### config.mk
export PLATFORM = sky130hd
export DESIGN_NAME = uart_tx_arbiter
export DESIGN_NICKNAME = d
export VERILOG_FILES = /design/src/rtl/uart_tx_arbiter.sv
export SDC_FILE = /design/constraint.sdc
export NUM_CORES = 1
export LEC_CHECK = 0
export BUFFER_PORTS_ARGS = -buffer_cell sky130_fd_sc_hd__buf_4
export CORE_MARGIN = 1
export CORE_UTILIZATION = 47
export CTS_CLUSTER_DIAMETER = 120
export DETAILED_ROUTE_END_ITERATION = 6
export PLACE_DENSITY = 0.85
export SYNTH_ARGS = -nofsm -noshare
export SYNTH_HDL_FRONTEND = slang
export SYNTH_SLANG_ARGS = --single-unit
### constraint.sdc
create_clock -name clk -period 3.6 [get_ports clk]
set_clock_uncertainty 0.15 [all_clocks]
set_input_delay 0.18 -clock clk [delete_from_list [all_inputs] [get_ports clk]]
set_output_delay 0.18 -clock clk [all_outputs]
set_load 0.01 [all_outputs]
### src/rtl/uart_tx_arbiter.sv
`default_nettype none
// ============================================================================
// Module   : uart_tx_arbiter
// Brief    : Round-robin, packet-granular sharing of one 8N1 UART transmitter
//            byte interface between NUM_REQ valid/ready byte-stream producers.
// Revision : 1.0 - initial release
// ============================================================================
module uart_tx_arbiter #(
  parameter int NUM_REQ   = 4,
  parameter int MAX_BURST = 16
) (
  input  logic                       clk,
  input  logic                       rst_n,
  input  logic [NUM_REQ-1:0]         req_valid,
  input  logic [8*NUM_REQ-1:0]       req_data,
  input  logic [NUM_REQ-1:0]         req_last,
  output logic [NUM_REQ-1:0]         req_ready,
  output logic                       tx_data_valid,
  output logic [7:0]                 tx_data,
  input  logic                       tx_data_ready,
  output logic [$clog2(NUM_REQ)-1:0] grant_id,
  output logic                       busy
);

  localparam int c_ID_W  = $clog2(NUM_REQ);
  localparam int c_IDX_W = c_ID_W + 1;
  localparam int c_CNT_W = $clog2(MAX_BURST + 1);
  localparam logic [c_ID_W-1:0]  c_LAST_ID = c_ID_W'(NUM_REQ - 1);
  localparam logic [c_CNT_W-1:0] c_CNT_MAX = c_CNT_W'(MAX_BURST - 1);
  localparam logic [c_IDX_W-1:0] c_NUM_REQ = c_IDX_W'(NUM_REQ);

  typedef enum logic [0:0] {
    S_IDLE  = 1'b0,
    S_GRANT = 1'b1
  } state_t;

  state_t              r_state;
  logic [c_ID_W-1:0]   r_rr_ptr;
  logic [c_ID_W-1:0]   r_grant_id;
  logic [c_CNT_W-1:0]  r_burst_cnt;

  logic [7:0]          w_req_bytes [NUM_REQ];
  logic [c_ID_W-1:0]   w_winner;
  logic [c_IDX_W-1:0]  w_idx;
  logic                w_active;
  logic                w_xfer;
  logic                w_release;
  logic [c_ID_W-1:0]   w_next_ptr;

  generate
    for (genvar gi = 0; gi < NUM_REQ; gi++) begin : g_unpack
      assign w_req_bytes[gi] = req_data[8*gi +: 8];
    end
  endgenerate

  // Scan offsets from highest to lowest so the nearest valid requester at or
  // above the pointer (with wrap) is the one left in w_winner.
  always_comb begin
    w_winner = r_rr_ptr;
    w_idx    = '0;
    for (int k = NUM_REQ - 1; k >= 0; k--) begin
      w_idx = {1'b0, r_rr_ptr} + c_IDX_W'(k);
      if (w_idx >= c_NUM_REQ) begin
        w_idx = w_idx - c_NUM_REQ;
      end
      if (req_valid[w_idx[c_ID_W-1:0]]) begin
        w_winner = w_idx[c_ID_W-1:0];
      end
    end
  end

  // Gated by rst_n so nothing is accepted in a cycle where reset abandons a grant.
  assign w_active = rst_n && (r_state == S_GRANT);

  always_comb begin
    tx_data_valid = 1'b0;
    tx_data       = 8'h00;
    req_ready     = '0;
    if (w_active) begin
      tx_data_valid         = req_valid[r_grant_id];
      tx_data               = w_req_bytes[r_grant_id];
      req_ready[r_grant_id] = tx_data_ready;
    end
  end

  assign w_xfer     = w_active && req_valid[r_grant_id] && tx_data_ready;
  assign w_release  = w_xfer && (req_last[r_grant_id] || (r_burst_cnt == c_CNT_MAX));
  assign w_next_ptr = (r_grant_id == c_LAST_ID) ? '0 : r_grant_id + 1'b1;

  always_ff @(posedge clk) begin
    if (!rst_n) begin
      r_state     <= S_IDLE;
      r_rr_ptr    <= '0;
      r_grant_id  <= '0;
      r_burst_cnt <= '0;
    end else begin
      case (r_state)
        S_IDLE: begin
          if (|req_valid) begin
            r_grant_id  <= w_winner;
            r_burst_cnt <= '0;
            r_state     <= S_GRANT;
          end
        end
        S_GRANT: begin
          if (w_release) begin
            r_state     <= S_IDLE;
            r_rr_ptr    <= w_next_ptr;
            r_burst_cnt <= '0;
          end else if (w_xfer) begin
            r_burst_cnt <= r_burst_cnt + 1'b1;
          end
        end
        default: r_state <= S_IDLE;
      endcase
    end
  end

  assign grant_id = r_grant_id;
  assign busy     = (r_state == S_GRANT);

endmodule
`default_nettype wire

==> metrics, run 1 <==
status finished clean; highest fanout seen on the critical path 17; Global Route Usage Sum 28.4%; sequential fraction of design power 35.5%; Final Hold Fails 0; pwr dens 244 nW/um2; row count 16; met3 track demand over resource 6.92%; synthesized instance count 107; die height 48.4 um; DP HPWL 2380 um; Synth cell types 37; required time of the critical path 3270 ps; nets 213; Vias 1115; share of cells above drive strength 1 41.1%; first-pass GRT wire length 5090 um; gr ovfl total 0; logic gate share of total power 34.5%; Final Setup Violations 0; met1 usage 32.5%; critical path class reg2out; post-cts sizing count 0; GR Layer Usage met2 49.5%; Post-Synthesis Net Count 156; sw frac 30.2%; sequential area share after synthesis 19.8%; max cap viols 0; NetSw 0.109 mW; initial core utilization 50.6%; flip-flop and latch count after synthesis 10; Final period util 68.8%; drt drc 0; power consumption 0.360 mW; filler cell count 169; Hold-fix buffers, CTS 0; clock share of power 30.0%; count of input and output buffers 58; Final Max Slew Viols 0; WP data arrival 2150 ps; Mapped Avg Cell Area 9.47 um2; Routability Congestion 0.819; largest net degree at the start of global routing 18; CTS tree yes; H-tree depth 1; RSZ-0062 raised after global routing no; worst hold slack 106 ps; initial antenna violation count 0; Via density 5.87; CTS sink count 10; clk_lat worst skew 280 ps; maximum VDD drop 0.259 mV; die width 48.4 um; # diodes 0; I/O Pins 59; final wirelength 3080 um; Slew @ Worst Pin 776 ps; Hold Path Class in2reg; per-cell routed wire length 16.2 um; LEAKAGE 0.699 nW; CTS Buffer Depth 2; router iterations before antenna repair 4; mapped cell area 1010 um2; fmax 404 MHz; Area Growth Syn to Fin 45.9%; CTS Buf Count 3; CTS clock-pin slew for the worst setup and hold paths 80 ps; Setup crit end kind primary output; Core Region 2000 um2; DRT iter0 DRCs 30; CP startpoint kind flip-flop; vias in the first global route 1063; GR peak layer met2; Fin Setup TNS 0 ps; die area 2350 um2; minimum clock period after layout 2480 ps; Slew HR 48.2%; Root Driver clkbuf_4; final antenna-violating net count 0; Yosys warnings 0; P_int 0.252 mW; post-CTS setup buffer count 0
[cell usage after synthesis, drive strengths merged]
library cell  count  area, um2
o22a              1       8.76
nand3             5       25.0
nor2b             2       12.5
buf               4       32.5
mux2              2       30.0
and2              4       25.0
a211oi            2       15.0
a22oi             1       12.5
nand2             5       21.3
or4               3       22.5
a31oi             1       6.26
dfxtp            10        200
inv               9       33.8
and3             12       75.1
nor2              1       3.75
nor3              2       10.0
ha                6       75.1
o311ai            1       8.76
o22ai             1       6.26
or3               2       12.5
a21oi             5       25.0
o221ai            2       17.5
o21ai             6       30.0
a221oi            1       8.76
o21a              1       7.51
nand2b            2       12.5
nor3b             1       7.51
o31ai             1       7.51
mux4              9        233
or2               1       6.26
or2b              1       7.51
nand4             1       6.26
clkbuf            2       7.51
[worst paths after layout]
path	startpoint	end	slack [ps]	cells past startpoint
max reg2reg	r_burst_cnt[0]$_SDFFE_PN0P_	r_burst_cnt[3]$_SDFFE_PN0P_	1230	7
min	rst_n	r_burst_cnt[1]$_SDFFE_PN0P_	110	3
min reg2reg	r_burst_cnt[4]$_SDFFE_PN0P_	r_burst_cnt[4]$_SDFFE_PN0P_	350	2
max	grant_id[0]$_SDFFE_PN0P_	tx_data_valid	1120	3
[sequential cells by signal, summed over array words and instances, names as in the netlist]
name	flops
busy	1
grant_id	2
r_burst_cnt	5
r_rr_ptr	2
[kinds of logic (layout without fill, tap and decap cells)]
| group | Yosys count | in the layout | synth area share (%) |
|---|---|---|---|
| simple gates | 42 | 42 | 24.4 |
| fa+ha+maj | 6 | 6 | 7.41 |
| buf+inv | 15 | 71 | 7.28 |
| mux | 11 | 11 | 25.9 |
| flops | 10 | 10 | 19.8 |
| compound gates | 23 | 23 | 15.2 |
[metrics by stage]
step / cell area, um2 / setup slack (ps) / util, % / std cells
after floorplan: 1010 / 1450 / - / 107
after global placement: 1440 / 1340 / 72.1 / 186
after detailed placement: 1440 / 1270 / 72.1 / 186
after CTS: 1480 / 1120 / 73.9 / 190
after global routing: 1480 / 1050 / 73.9 / 190
final: 1480 / 1120 / 73.9 / 190
[per-layer routing]
layer  routed length [um]  vias up
met1                 1210      528
met3                  170        8
met5                    0        -
met2                 1640       48
met4                   62        0
li1                     -      531
[power groups by stage]
stage	logic, mW	registers, mW	clock network, mW
global route	0.135	0.130	0.116
global placement	0.119	0.130	0
CTS	0.124	0.128	0.108
finish	0.125	0.128	0.108
detailed placement	0.123	0.130	0
floorplan	0.0711	0.122	0
[worst max-delay path: stages, from the launching register on]
cell and delay [ps]:
dfxtp_1 830, mux4_2 680, and3_1 220, buf_4 140
[final cells by class]
type / instances / area [um2] / share of cell area (%)
clock buffer: 4 / 36.3 / 2.45
inverter: 9 / 33.8 / 2.28
multi-input combinational: 82 / 739 / 50.0
sequential: 10 / 200 / 13.5
tap: 27 / 33.8 / 2.28
timing repair buffer: 58 / 435 / 29.4
[placed cells by master, fill, tap and decap left out]
cell	count
nand3_1	5
nand2_1	4
nor3b_1	1
nor2b_1	2
a211oi_1	2
nand2b_1	2
mux4_2	1
clkbuf_8	1
a31oi_1	1
inv_1	9
and2_1	4
dfxtp_1	10
ha_1	6
nand4_1	1
or2b_1	1
and3_1	12
or4_1	3
or3_1	2
buf_4	58
o221ai_1	2
o311ai_1	1
o21ai_0	4
clkbuf_4	3
o21a_1	1
nor2_1	1
or2_1	1
o31ai_1	1
o22a_1	1
a221oi_1	1
mux2_4	2
nor3_1	2
mux4_1	8
a22oi_2	1
nand2_2	1
o22ai_1	1
a21oi_1	5
o21ai_1	2
No activity file was read; power rests on OpenSTA's default activity.
==> inputs of run 2 (changes only) <==
- CORE_UTILIZATION: 47 -> 43
- PLACE_DENSITY: 0.85 -> 0.79
- clock period: 3.6 -> 2.5 ns (I/O delays scaled with it)
==> run 2 against run 1 <==
  * Global-route usage is 2.8 points lower
  * Flip-flop and latch count is the same
  * First-iteration DRC count decreased by 20%
  * Setup slack lost 910 ps
  * Routed wire length is 1.7% lower
  * Final cell count grew 1.6%
  * Highest routed layer unchanged
==> metrics, run 2 (synthesized netlist as in run 1, its figures left out) <==
maximum VDD drop 0.364 mV (was 0.259 mV); Critical Path Max Stage Delay 470 ps (was 830 ps); count of input and output buffers 58 (unchanged); Final Max Slew Viols 0 (unchanged); CTS tree yes (unchanged); router iterations before antenna repair 4 (unchanged); Slew HR 63.0% (was 48.2%); Fin Setup TNS 0 ps (unchanged); initial antenna violation count 0 (unchanged); I/O Pins 59 (unchanged); drt drc 0 (unchanged); max cap viols 0 (unchanged); minimum clock period after layout 2280 ps; WP data arrival 2330 ps (was 2150 ps); Area Growth Syn to Fin 47.5% (was 45.9%); post-cts sizing count 0 (unchanged); share of cells above drive strength 1 41.8% (was 41.1%); DRT iter0 DRCs 24 (was 30); DP HPWL 2460 um (was 2380 um); Routability Congestion 0.949 (was 0.819); status finished clean (unchanged); RSZ-0062 raised after global routing no (unchanged); post-CTS setup buffer count 0 (unchanged); vias in the first global route 1090 (was 1063); Via density 5.80 (was 5.87); sw frac 29.4% (was 30.2%); cell family with most CP delay simple AND/OR/NAND/NOR gates (was flip-flops); CTS Buffer Depth 2 (unchanged); CP startpoint kind flip-flop (unchanged); die area 2560 um2 (was 2350 um2); Slew @ Worst Pin 555 ps (was 776 ps); commonest cells after routing, fill and taps aside 60 x buf_4, 12 x and3_1, 10 x dfxtp_1, 9 x inv_1, 8 x mux4_1 (was 58 x buf_4, 12 x and3_1, 10 x dfxtp_1, 9 x inv_1, 8 x mux4_1); required time of the critical path 2550 ps (was 3270 ps); Global Route Usage Sum 25.5% (was 28.4%); first-pass GRT wire length 4860 um (was 5090 um); Slowest cell on crit path or4_1 (was dfxtp_1); largest net degree at the start of global routing 16 (was 18); Hold Path Class in2reg (unchanged); Vias 1119 (was 1115); most flop-heavy register r_burst_cnt (unchanged); LEAKAGE 0.709 nW (was 0.699 nW); Final Hold Fails 0 (unchanged); CP dominant cell by count ha_1; Core Region 2210 um2 (was 2000 um2); # diodes 0 (unchanged); crit path cell chain ha_1 > and3_1 > ha_1 > or2b_1 > o22a_1 > or4_1 > a31oi_1 (was mux4_2 > and3_1 > buf_4); clk_lat worst skew 270 ps (was 280 ps); die height 50.6 um (was 48.4 um); P_int 0.365 mW (was 0.252 mW); Hold-fix buffers, CTS 0 (unchanged); H-tree depth 1 (unchanged); gr ovfl total 0 (unchanged); Non-Filler Instances 193 (was 190); logic gate share of total power 37.5% (was 34.5%); clock share of power 28.7% (was 30.0%); sequential fraction of design power 33.8% (was 35.5%); die width 50.6 um (was 48.4 um); nets 215 (was 213); pwr dens 346 nW/um2 (was 244 nW/um2); Post-DP Area 1460 um2 (was 1440 um2); Buf/Inv on CP 0 (was 1); max FFs per register 5 (unchanged); Final period util 91.4%; critical path class reg2reg (was reg2out); Final Setup Violations 0 (unchanged); fmax 438 MHz; # placed instances 189 (was 186); final antenna-violating net count 0 (unchanged); per-cell routed wire length 15.7 um (was 16.2 um); initial core utilization 45.8% (was 50.6%); CTS Buf Count 3 (unchanged); power consumption 0.518 mW (was 0.360 mW); CTS clock-pin slew for the worst setup and hold paths 70 ps (was 80 ps); cell area after layout 1500 um2 (was 1480 um2); Setup crit end kind flip-flop (was primary output); final wirelength 3030 um (was 3080 um); NetSw 0.152 mW (was 0.109 mW); CTS sink count 10 (unchanged); highest fanout seen on the critical path 4 (was 17); commonest non-fill, non-tap cell in the layout buf_4 (unchanged); Root Driver clkbuf_4 (unchanged); row count 17 (was 16)
-- run 2: cell count changes in the layout (fill, tap and decap cells not counted) --
cell / before / now
buf_4: 58 / 60
-- run 2: worst paths after layout --
path / from / endpoint / slack (ps) / depth (start not counted)
min: rst_n / r_burst_cnt[4]$_SDFFE_PN0P_ / 60 / 3
min reg2reg: r_burst_cnt[4]$_SDFFE_PN0P_ / r_burst_cnt[4]$_SDFFE_PN0P_ / 320 / 2
max reg2reg: r_burst_cnt[0]$_SDFFE_PN0P_ / r_burst_cnt[3]$_SDFFE_PN0P_ / 220 / 7
max: r_burst_cnt[0]$_SDFFE_PN0P_ / r_burst_cnt[3]$_SDFFE_PN0P_ / 220 / 7
-- run 2: worst min-delay path: stages --
cell and delay (ps):
buf_4 170, nand3_1 90, o31ai_1 60
-- run 2: layer usage --
layer,vias to the layer above,share of wire [%],track usage [%]
met4,0,0.46,5.09
met2,34,56,48.0
li1,535,-,-
met1,548,40,28.7
met3,2,3.4,6.36
met5,-,0,0
-- run 2: cell type report --
cell class | count | area [um2]
tap | 28 | 35.0
fill | 178 | 717
timing repair buffer | 60 | 450
multi-input combinational | 82 | 739
sequential | 10 | 200
inverter | 9 | 33.8
clock buffer | 4 | 36.3
-- run 2: stage by stage --
step | util, % | hold slack (ps) | setup slack, ps
finish | 67.6 | 55.2 | 215
global route | 67.6 | 57.3 | 114
CTS | 67.6 | 45.4 | 233
detailed placement | 66.0 | 316 | 251
global placement | 66.0 | 309 | 286
floorplan | - | 136 | 347
-- run 2: power by group through the flow --
| stage | logic, mW | clock network [mW] | registers, mW |
|---|---|---|---|
| final | 0.194 | 0.149 | 0.175 |
| after CTS | 0.193 | 0.149 | 0.175 |
| after floorplan | 0.102 | 0 | 0.175 |
| after global routing | 0.208 | 0.162 | 0.176 |
| after detailed placement | 0.192 | 0 | 0.179 |
| after global placement | 0.186 | 0 | 0.178 |
